**src/rtl/cache_traffic_gen_pkg.sv**
```systemverilog
// Shared types and helpers for the cache traffic generator: request opcodes, bus widths,
// FSM state encoding and the expected-data pattern.
package cache_traffic_gen_pkg;

    localparam int ADDR_W = 64;
    localparam int DATA_W = 64;

    localparam logic REQ_READ  = 1'b0;
    localparam logic REQ_WRITE = 1'b1;

    typedef enum logic [1:0] {
        ST_IDLE = 2'd0,
        ST_GAP  = 2'd1,
        ST_REQ  = 2'd2,
        ST_DONE = 2'd3
    } ctg_state_e;

    // The pass number is folded into bits [23:16] so data left over from the previous pass fails.
    function automatic logic [DATA_W-1:0] ctg_exp(input logic [DATA_W-1:0] tag,
                                                  input logic [ADDR_W-1:0] addr,
                                                  input logic [7:0]        pass);
        return (tag | addr) ^ {40'b0, pass, 16'b0};
    endfunction

endpackage

```
**src/rtl/cache_traffic_gen_if.sv**
```systemverilog
// Request port between the traffic generator (master) and cache_core (slave).
interface cache_traffic_gen_if;
    import cache_traffic_gen_pkg::*;

    logic [ADDR_W-1:0] addr;
    logic [DATA_W-1:0] wdata;
    logic [2:0]        bytes;
    logic              op;
    logic              req;
    logic [DATA_W-1:0] rdata;
    logic              ack;

    modport master (output addr, wdata, bytes, op, req, input rdata, ack);
    modport slave  (input addr, wdata, bytes, op, req, output rdata, ack);

endinterface

```
**src/rtl/cache_traffic_gen_checker.sv**
```systemverilog
// Read-data checker: compares returned data against the expected pattern, keeps a saturating
// error count and the address of the first mismatch since the last clear.
module ctg_checker
    import cache_traffic_gen_pkg::*;
#(
    parameter logic [DATA_W-1:0] TAG   = 64'h0123_4567_0000_0000,
    parameter int                CNT_W = 16
) (
    input  logic              clk,
    input  logic              rst,
    input  logic              i_clear,
    input  logic              i_chk,
    input  logic [ADDR_W-1:0] i_addr,
    input  logic [7:0]        i_pass,
    input  logic [DATA_W-1:0] i_rdata,
    output logic [CNT_W-1:0]  o_err_cnt,
    output logic [ADDR_W-1:0] o_err_addr
);

    logic [CNT_W-1:0]  err_cnt_q, err_cnt_d;
    logic [ADDR_W-1:0] err_addr_q, err_addr_d;
    logic              mismatch;

    always_ff @(posedge clk) begin
        if (rst) begin
            err_cnt_q  <= '0;
            err_addr_q <= '0;
        end else begin
            err_cnt_q  <= err_cnt_d;
            err_addr_q <= err_addr_d;
        end
    end

    always_comb begin
        mismatch   = i_chk && (i_rdata != ctg_exp(TAG, i_addr, i_pass));
        err_cnt_d  = err_cnt_q;
        err_addr_d = err_addr_q;
        if (i_clear) begin
            err_cnt_d  = '0;
            err_addr_d = '0;
        end else if (mismatch) begin
            if (err_cnt_q == '0) err_addr_d = i_addr;
            if (err_cnt_q != '1) err_cnt_d = err_cnt_q + CNT_W'(1);
        end
    end

    assign o_err_cnt  = err_cnt_q;
    assign o_err_addr = err_addr_q;

endmodule

```
**src/rtl/cache_traffic_gen.sv**
```systemverilog
// Self-checking cache request generator: walks an address window writing a tagged pattern,
// reads it back in interleaved or block order and reports mismatches per run.
//   state | meaning
//   IDLE  | waiting for i_start after reset
//   GAP   | idle spacing before the next request
//   REQ   | request outstanding, waiting for ack
//   DONE  | run complete, results held until next i_start
module cache_traffic_gen
    import cache_traffic_gen_pkg::*;
#(
    parameter logic [ADDR_W-1:0] ADDR_BASE = 64'h8000_0000,
    parameter logic [ADDR_W-1:0] ADDR_LAST = 64'h8000_11F8,
    parameter logic [ADDR_W-1:0] STRIDE    = 64'h8,
    parameter logic [2:0]        BYTES     = 3'd7,
    parameter int                GAP       = 5,
    parameter int                PASSES    = 2,
    parameter logic [DATA_W-1:0] TAG       = 64'h0123_4567_0000_0000
) (
    input  logic                       clk,
    input  logic                       rst,
    input  logic                       i_start,
    input  logic                       i_mode,
    cache_traffic_gen_if.master        cache_core,
    output logic                       o_busy,
    output logic                       o_done,
    output logic [15:0]                o_err_cnt,
    output logic [ADDR_W-1:0]          o_err_addr,
    output logic [15:0]                o_pass_cnt
);

    localparam int CNT_W = $clog2(GAP + 2);

    ctg_state_e        state_q, state_d;
    logic [CNT_W-1:0]  cnt_q, cnt_d;
    logic [ADDR_W-1:0] addr_q, addr_d, next_addr;
    logic [DATA_W-1:0] wdata_q, wdata_d;
    logic              op_q, op_d, req_q, req_d, mode_q, mode_d;
    logic              busy_q, busy_d, done_q, done_d;
    logic [15:0]       pass_q, pass_d, pass_inc;
    logic              hs, start_ok, rd_chk, at_last;

    assign hs = req_q & cache_core.ack;

    always_ff @(posedge clk) begin
        if (rst) begin
            state_q <= ST_IDLE;
            cnt_q   <= '0;
            addr_q  <= ADDR_BASE;
            wdata_q <= '0;
            op_q    <= REQ_READ;
            req_q   <= 1'b0;
            mode_q  <= 1'b0;
            busy_q  <= 1'b0;
            done_q  <= 1'b0;
            pass_q  <= '0;
        end else begin
            state_q <= state_d;
            cnt_q   <= cnt_d;
            addr_q  <= addr_d;
            wdata_q <= wdata_d;
            op_q    <= op_d;
            req_q   <= req_d;
            mode_q  <= mode_d;
            busy_q  <= busy_d;
            done_q  <= done_d;
            pass_q  <= pass_d;
        end
    end

    always_comb begin
        state_d   = state_q;
        cnt_d     = cnt_q;
        addr_d    = addr_q;
        op_d      = op_q;
        req_d     = req_q;
        mode_d    = mode_q;
        busy_d    = busy_q;
        done_d    = done_q;
        pass_d    = pass_q;
        start_ok  = 1'b0;
        rd_chk    = 1'b0;
        pass_inc  = pass_q + 16'd1;
        at_last   = (addr_q == ADDR_LAST);
        // Wrap is an explicit equality test so a window near the top of memory never overflows.
        next_addr = at_last ? ADDR_BASE : addr_q + STRIDE;

        unique case (state_q)
            ST_IDLE, ST_DONE: begin
                if (i_start) begin
                    start_ok = 1'b1;
                    state_d  = ST_GAP;
                    cnt_d    = '0;
                    addr_d   = ADDR_BASE;
                    op_d     = REQ_WRITE;
                    mode_d   = i_mode;
                    busy_d   = 1'b1;
                    done_d   = 1'b0;
                    pass_d   = '0;
                end
            end
            ST_GAP: begin
                if (cnt_q == CNT_W'(GAP)) begin
                    req_d   = 1'b1;
                    state_d = ST_REQ;
                end else begin
                    cnt_d = cnt_q + CNT_W'(1);
                end
            end
            ST_REQ: begin
                if (hs) begin
                    req_d   = 1'b0;
                    state_d = ST_GAP;
                    cnt_d   = '0;
                    if (op_q == REQ_WRITE) begin
                        if (mode_q) begin
                            addr_d = next_addr;
                            if (at_last) op_d = REQ_READ;
                        end else begin
                            op_d = REQ_READ;
                        end
                    end else begin
                        rd_chk = 1'b1;
                        addr_d = next_addr;
                        op_d   = (mode_q && !at_last) ? REQ_READ : REQ_WRITE;
                        if (at_last) begin
                            pass_d = pass_inc;
                            if (PASSES != 0 && pass_inc == 16'(PASSES)) begin
                                state_d = ST_DONE;
                                busy_d  = 1'b0;
                                done_d  = 1'b1;
                            end
                        end
                    end
                end
            end
            default: ;
        endcase

        // addr/pass only move on start or handshake, so refresh the pattern exactly then.
        wdata_d = (start_ok || hs) ? ctg_exp(TAG, addr_d, pass_d[7:0]) : wdata_q;
    end

    always_comb begin
        cache_core.req   = req_q;
        cache_core.addr  = addr_q;
        cache_core.op    = op_q;
        cache_core.wdata = wdata_q;
        cache_core.bytes = BYTES;
        o_busy           = busy_q;
        o_done           = done_q;
        o_pass_cnt       = pass_q;
    end

    ctg_checker #(
        .TAG   (TAG),
        .CNT_W (16)
    ) u_checker (
        .clk        (clk),
        .rst        (rst),
        .i_clear    (start_ok),
        .i_chk      (rd_chk),
        .i_addr     (addr_q),
        .i_pass     (pass_q[7:0]),
        .i_rdata    (cache_core.rdata),
        .o_err_cnt  (o_err_cnt),
        .o_err_addr (o_err_addr)
    );

endmodule

```
**src/flat_wrapper.sv**
```systemverilog
// flat-port wrapper written by rule: the top's interface ports become plain ports
module cache_traffic_gen_flat import cache_traffic_gen_pkg::*;
#(
    parameter logic [ADDR_W-1:0] ADDR_BASE = 64'h8000_0000,
    parameter logic [ADDR_W-1:0] ADDR_LAST = 64'h8000_11F8,
    parameter logic [ADDR_W-1:0] STRIDE    = 64'h8,
    parameter logic [2:0]        BYTES     = 3'd7,
    parameter int                GAP       = 5,
    parameter int                PASSES    = 2,
    parameter logic [DATA_W-1:0] TAG       = 64'h0123_4567_0000_0000
)
  (clk, rst, i_start, i_mode, o_busy, o_done, o_err_cnt, o_err_addr, o_pass_cnt, cache_core_addr, cache_core_wdata, cache_core_bytes, cache_core_op, cache_core_req, cache_core_rdata, cache_core_ack);
  cache_traffic_gen_if cache_core_i ();
  input  logic clk;
  input  logic rst;
  input  logic i_start;
  input  logic i_mode;
  output logic o_busy;
  output logic o_done;
  output logic [15:0] o_err_cnt;
  output logic [ADDR_W-1:0] o_err_addr;
  output logic [15:0] o_pass_cnt;
  output wire logic [$bits(cache_core_i.addr)-1:0] cache_core_addr;
  output wire logic [$bits(cache_core_i.wdata)-1:0] cache_core_wdata;
  output wire logic [$bits(cache_core_i.bytes)-1:0] cache_core_bytes;
  output wire logic [$bits(cache_core_i.op)-1:0] cache_core_op;
  output wire logic [$bits(cache_core_i.req)-1:0] cache_core_req;
  input wire logic [$bits(cache_core_i.rdata)-1:0] cache_core_rdata;
  input wire logic [$bits(cache_core_i.ack)-1:0] cache_core_ack;
  assign cache_core_addr = cache_core_i.addr;
  assign cache_core_wdata = cache_core_i.wdata;
  assign cache_core_bytes = cache_core_i.bytes;
  assign cache_core_op = cache_core_i.op;
  assign cache_core_req = cache_core_i.req;
  assign cache_core_i.rdata = cache_core_rdata;
  assign cache_core_i.ack = cache_core_ack;
  cache_traffic_gen #(.ADDR_BASE(ADDR_BASE), .ADDR_LAST(ADDR_LAST), .STRIDE(STRIDE), .BYTES(BYTES), .GAP(GAP), .PASSES(PASSES), .TAG(TAG)) u_core (.clk(clk), .rst(rst), .i_start(i_start), .i_mode(i_mode), .cache_core(cache_core_i), .o_busy(o_busy), .o_done(o_done), .o_err_cnt(o_err_cnt), .o_err_addr(o_err_addr), .o_pass_cnt(o_pass_cnt));
endmodule
```
**config.mk**
```make
export PLATFORM = sky130hd
export DESIGN_NAME = cache_traffic_gen_flat
export DESIGN_NICKNAME = d
export VERILOG_FILES = /design/src/rtl/cache_traffic_gen_pkg.sv /design/src/rtl/cache_traffic_gen_if.sv /design/src/rtl/cache_traffic_gen_checker.sv /design/src/rtl/cache_traffic_gen.sv /design/src/flat_wrapper.sv
export SDC_FILE = /design/constraint.sdc
export NUM_CORES = 1
export LEC_CHECK = 0
export BUFFER_PORTS_ARGS = -buffer_cell sky130_fd_sc_hd__buf_2
export CORE_MARGIN = 4
export CORE_UTILIZATION = 40
export CTS_CLUSTER_SIZE = 12
export DETAILED_ROUTE_END_ITERATION = 10
export PLACE_DENSITY = 0.65
export SETUP_SLACK_MARGIN = 0.2
export SLEW_MARGIN = 20
export SYNTH_ARGS = -nofsm -noshare
export SYNTH_HDL_FRONTEND = slang
export SYNTH_HIERARCHICAL = 1
export SYNTH_SLANG_ARGS = --single-unit
```
**constraint.sdc**
```tcl
create_clock -name clk -period 2.45 [get_ports clk]
set_input_delay 0.3675 -clock clk [delete_from_list [all_inputs] [get_ports clk]]
set_output_delay 0.3675 -clock clk [all_outputs]
set_load 0.01 [all_outputs]
```
==> flow_summary.toml, run 1 <==
[outcome]
status = "finished, violations left"
failed_checks = "setup timing"

[flow_run]
cap_violations = 0

[finish]
nets = 2179
layout-drive-gt1-share = 0.522
stdcell_count = 2504
n_fill_cell = 2310
areaGrowthSynthToFinish_pct = 67.2
antenna_cells = 0

[cts]
numCtsBuffers = 27
cts_tree = "built"
clock_path_buffers = 3
cts.sinks = 223
clkTransAtPathRegs_ns = 0.06
clk_latency_ns = 0.54
root_buffer = "clkbuf_16"
cts_hold_buf = 0
htreeDepth = 1

[floorplanning]
rows = 62
core_area_sq_mm = 0.0290
die-area_sq_mm = 0.0325
die_w_um = 180
ios = 300
initial_core_util = 0.409
die_y_um = 180

[placement]
dp_hpwl_um = 40500
place_ws_ns = -0.376
gp_congestion = 0.954
numPortBuffers = 296
dp.cells = 2400

[timing]
relSlewSlack = 0.573
period_minus_slack_ns = 2.68
worstMarginPinSlew_ns = 0.640
fin_skew_ns = 0.0144
hold_ws_ns = 0.0908
maxSlewViolCount = 0
period_share = 1.10
clock.fmax_mhz = 373
layout_setup_ws_ns = -0.234
setup_violations = 116
hold_viol_final = 0
rsz0062_at_grt = "yes"

[synthesis]
postSynth.asyncResetShare = 0
synth_area_sq_mm = 0.0119
synthFlopType = "dfxtp_1"
synth_edf_count = 0
ys_ff_latch = 223
ys.warnings.count = 6
netlist_instances = 1509
syn-mean-instance-area_sq_um = 7.86
yosysSeqAreaShare = 0.376
yosysUniqueCellTypes = 77

[drt]
drt-total-wl_um = 58300
drc = 0
drtIter0Drc = 1621
ant_nets = 0
drtPass1Iterations = 5
post_drt_wl_per_cell_um = 23.3
vias = 15100
via_per_inst = 6.04

[setup_path]
critPathCaptureType = "flip-flop"
r2r_end = "u_core/u_checker/o_err_addr[45]"
required_ns = 2.90
reg2reg_depth = 8
arrival_ns = 3.13
critPathKind = "reg2reg"
crit_fanout = 9
r2r_slack_ns = -0.23
cp-start-kind = "flip-flop"
r2r-start = "u_core/cache_core.addr[16]"

[worst_hold_path]
worst_hold_path.endpoint = "u_core/mode_q"
hold_start = "i_mode"
hold_depth = 3
hold_path_class = "in2reg"

[global_route]
overflow = 0
groute.usage.overall = 0.311
grt_pass1_wl_um = 81700
antenna_found_initial = 1
grt_pass1_vias = 13800
grt_max_degree = 65

[power]
irDropWorstVdd_uv = 545
powerDensity_mw_per_mm2 = 528
p_leak_nw = 8.33
power_w = 0.0105
-- cell usage in the layout (no fill, tap or decap), drive strengths merged, types with 5 or more instances in the layout --
master	n
nor2b	7
clkinv	6
nor4	67
nand3	121
nor4b	8
xnor3	5
nand3b	6
nand2b	5
or2	8
or4	16
ha	10
and2	6
xor2	46
a211oi	43
nand4	41
dfxtp	223
mux2i	5
and3	22
a21oi	130
buf	685
clkbuf	47
a21o	15
a22oi	7
o21ai	93
nor3b	7
a31oi	26
o41ai	9
or3	10
o31ai	18
xnor2	27
nor2	165
nand2	104
nor3	43
inv	25
-- how the worst max path moves through the flow --
stage	from	endpoint	cells after the start
after floorplan	u_core/cache_core.addr[32]	u_core/cache_core.wdata[61]	9
after CTS	u_core/cache_core.addr[46]	u_core/o_pass_cnt[15]	8
after global placement	u_core/cache_core.addr[48]	u_core/cache_core.wdata[55]	11
final	u_core/cache_core.addr[16]	u_core/u_checker/o_err_addr[45]	8
after detailed placement	u_core/cache_core.addr[48]	u_core/cache_core.wdata[20]	10
after global routing	u_core/cache_core.addr[2]	u_core/u_checker/o_err_addr[45]	11
-- flip-flops by register name (all words and copies together), names as in the netlist --
register,cells
u_core/state_q,2
u_core/o_done,1
u_core/cnt_q,3
u_core/u_checker/o_err_cnt,16
u_core/o_busy,1
u_core/mode_q,1
u_core/cache_core.op,1
u_core/cache_core.req,1
u_core/o_pass_cnt,16
u_core/cache_core.wdata,53
u_core/u_checker/o_err_addr,64
u_core/cache_core.addr,64
-- final cells by class --
class	instances	area (sq um)	share of cell area
multi-input combinational	1130	8650	0.436
timing repair buffer	694	5110	0.258
sequential	223	4570	0.231
clock buffer	38	788	0.0397
tap	384	480	0.0242
clock inverter	11	141	0.00713
inverter	24	90.1	0.00454
-- stage by stage --
stage                     utilization  TNS [ns]  cell area, sq um
after global placement          0.557    -27.16             16200
after floorplan                     -         0             12200
after detailed placement        0.557    -24.07             16200
after global routing            0.684    -15.05             19800
final                           0.684     -8.02             19800
after CTS                       0.626    -0.594             18200
-- cells in the mapped netlist (8+ instances only) --
master	number	area share
or4_1	14	0.0089
nor4b_1	8	0.0059
o31ai_1	18	0.011
xnor2_1	27	0.020
a21oi_1	130	0.055
dfxtp_1	223	0.38
o21ai_1	11	0.0046
nor4_1	66	0.035
buf_2	28	0.012
nand3_1	121	0.051
xor2_1	46	0.034
clkbuf_1	74	0.023
nor3_1	41	0.017
a31oi_1	26	0.014
nand4_1	39	0.021
ha_1	10	0.011
nand2_1	104	0.033
a211oi_1	40	0.025
o21ai_0	82	0.035
a21o_1	15	0.0095
inv_1	24	0.0076
and3_1	21	0.011
or3_1	10	0.0053
nor2_1	165	0.052
buf_4	21	0.013
-- critical path, stage by stage (launching register included) --
cell and delay [ns]:
dfxtp_4 0.38, xnor3_1 0.38, nand4_1 0.24, or4_4 0.55, o41ai_4 0.29, buf_6 0.24
clkbuf_16 0.18, o21ai_0 0.10, a21oi_1 0.22
-- routing by layer --
metal  global-route usage  up-vias  part of all wire
met5                    0        -           0.00012
met4                0.117        2             0.048
met3               0.0499      173             0.093
met2                0.521      946              0.48
met1                0.404     7285              0.38
li1                     -     6717                 -
-- cells by family after synthesis --
logic type / after synthesis / share of synthesized area
fa+ha+maj: 10 / 0.0105
buf+inv: 159 / 0.0620
simple gates: 643 / 0.276
compound gates: 389 / 0.206
flops: 223 / 0.376
xor+xnor: 78 / 0.0634
mux: 6 / 0.00517
other cells: 1 / 0.000316
-- where the power goes --
group	switching [W]	internal, W
clock	0.00168	0.00256
sequential	0.0000798	0.00374
combinational	0.00145	0.000978
-- what timing repair did --
action | CTS | global route
gates cloned | 1 | 17
pin swaps | 95 | 94
setup endpoints to repair | 200 | 201
setup buffers | 21 | 17
resized for setup | 207 | 278
Power figures use the tool's default switching activity.
==> inputs of run 2 (changes only) <==
- SKIP_LAST_GASP: not set -> 1
==> flow_summary.toml, run 2 (synthesis results as in run 1) <==
[placement]
place_ws_ns = -0.376
postPlaceCellArea_sq_mm = 0.0162
gp_congestion = 0.954
dp_hpwl_um = 40500
numPortBuffers = 296

[global_route]
grt_pass1_wl_um = 81500
groute.usage.overall = 0.310
grt_pass1_vias = 13700
grt_max_degree = 65
antenna_found_initial = 1
overflow = 0

[setup_path]
reg2reg_depth = 10
critPathKind = "reg2reg"
r2r-start = "u_core/cache_core.addr[47]"
r2r_end = "u_core/u_checker/o_err_addr[26]"
r2r_slack_ns = -0.17
required_ns = 2.90
cpMaxStageDelayCell = "o41ai_4"
cp-start-kind = "flip-flop"
path_cells = "buf_4, xor2_1, nor4_1, buf_4, nand4_1, o41ai_4, buf_6, buf_6, o21ai_0, a21oi_1"
arrival_ns = 3.08
worst_path_largest_cell_delay_ns = 0.40
crit_fanout = 10
critPathCaptureType = "flip-flop"

[worst_hold_path]
worst_hold_path.endpoint = "u_core/mode_q"
hold_start = "i_mode"
hold_depth = 3
hold_path_class = "in2reg"

[finish]
nets = 2195
fin_area_sq_mm = 0.0201
regArea_sq_mm = 0.00458
layout_commonest_cell = "buf_4"
layout-drive-gt1-share = 0.529
final_cell_mix = "330 x buf_4, 295 x buf_2, 169 x dfxtp_1, 133 x nor2_1, 97 x nand2_1"
n_fill_cell = 2249
multi_input_area_sq_mm = 0.00882
areaGrowthSynthToFinish_pct = 69.6

[drt]
ant_nets = 0
drtIter0Drc = 1572
drc = 0
drt-total-wl_um = 58600
via_per_inst = 6.06
post_drt_wl_per_cell_um = 23.3
vias = 15300
drtPass1Iterations = 6

[cts]
cts.sinks = 223
clk_latency_ns = 0.54
root_buffer = "clkbuf_16"
cts_hold_buf = 0
numCtsBuffers = 27
clkTransAtPathRegs_ns = 0.06
htreeDepth = 1
cts_tree = "built"
clock_path_buffers = 3

[timing]
maxSlewViolCount = 0
worstMarginPinSlew_ns = 0.747
period_minus_slack_ns = 2.62
clock.fmax_mhz = 381
hold_ws_ns = 0.0843
relSlewSlack = 0.502
period_share = 1.07
layout_setup_ws_ns = -0.171
rsz0062_at_grt = "yes"
fin_skew_ns = 0.0108
setup_violations = 127
hold_viol_final = 0

[power]
powerDensity_mw_per_mm2 = 519
irDropWorstVdd_uv = 540
power.share.clock = 0.405
switching_power_w = 0.00319
combPwrFrac = 0.229
p_leak_nw = 8.41
p_seq_frac = 0.366
p_int_w = 0.00725
power_switching_share = 0.306

[floorplanning]
rows = 62
initial_core_util = 0.409
ios = 300
core_area_sq_mm = 0.0290
die-area_sq_mm = 0.0325
die_w_um = 180
die_y_um = 180

[outcome]
status = "finished, violations left"
failed_checks = "setup timing"

[flow_run]
cap_violations = 0
run 2: cell count changes in the layout (fill, tap and decap cells not counted), moves of 6 or more:
cell      delta
buf_4       +27
nand3_1     -20
buf_6       -14
nand3_4     +12
nor2_2      -11
a21oi_2      +9
a211oi_1     +8
a21oi_1      -8
nand3_2      +8
nor2_1       +8
a211oi_2     -7
nor4_2       -6
run 2: worst max-delay path, delay by kind of cell (launching register included):
| family | cells | cell delay, ns |
|---|---|---|
| simple gates | 2 | 0.52 |
| compound gates | 3 | 0.70 |
| buf+inv | 4 | 0.78 |
| xor+xnor | 1 | 0.19 |
| flops | 1 | 0.32 |
run 2: worst max path at each step:
stage	from	end	slack, ns	cells past startpoint
after floorplan	u_core/cache_core.addr[32]	u_core/cache_core.wdata[61]	0.08	9
after global placement	u_core/cache_core.addr[48]	u_core/cache_core.wdata[55]	-0.39	11
after detailed placement	u_core/cache_core.addr[48]	u_core/cache_core.wdata[20]	-0.38	10
after CTS	u_core/cache_core.addr[12]	u_core/u_checker/o_err_addr[28]	-0.06	11
after global routing	u_core/cache_core.addr[30]	u_core/u_checker/o_err_addr[32]	-0.26	11
final	u_core/cache_core.addr[47]	u_core/u_checker/o_err_addr[26]	-0.17	10
run 2: layout make-up:
class                           count  share of cell area
Multi-Input combinational cell   1129               0.438
Timing Repair Buffer              711               0.259
Sequential cell                   223               0.228
Clock buffer                       38              0.0392
Tap cell                          384              0.0239
Clock inverter                     11             0.00703
Inverter                           24             0.00448
Antenna cell                        1            0.000124
run 2: metal layers:
metal	vias to the layer above	routed length (um)	share of wire	global-route usage
met3	211	5390	0.092	0.0517
li1	6762	-	-	-
met5	-	7	0.00012	0
met4	2	3180	0.054	0.113
met2	939	27900	0.48	0.520
met1	7352	22200	0.38	0.403
run 2: what timing repair did:
item	4_1_cts	5_1_grt
cloned	1	16
gates resized for setup	159	356
hold endpoints to repair	0	0
pin swaps	64	131
endpoints found under the setup margin	200	200
setup buffers	21	34
run 2: power groups by stage:
stage | clock network (W) | registers, W | logic [W]
floorplan | 0 | 0.00397 | 0.000977
global placement | 0 | 0.00391 | 0.00184
detailed placement | 0 | 0.00391 | 0.00186
CTS | 0.00426 | 0.00383 | 0.00203
global route | 0.00439 | 0.00383 | 0.00252
finish | 0.00423 | 0.00382 | 0.00239
run 2: stage by stage:
step | instances | setup TNS [ns] | total power [W] | util
after global routing | 2520 | -18.93 | 0.0107 | 0.693
after floorplan | 1511 | 0 | 0.00495 | -
after detailed placement | 2400 | -24.07 | 0.00577 | 0.557
final | 2521 | -8.84 | 0.0104 | 0.693
after global placement | 2400 | -27.16 | 0.00575 | 0.557
after CTS | 2471 | -2.17 | 0.0101 | 0.619
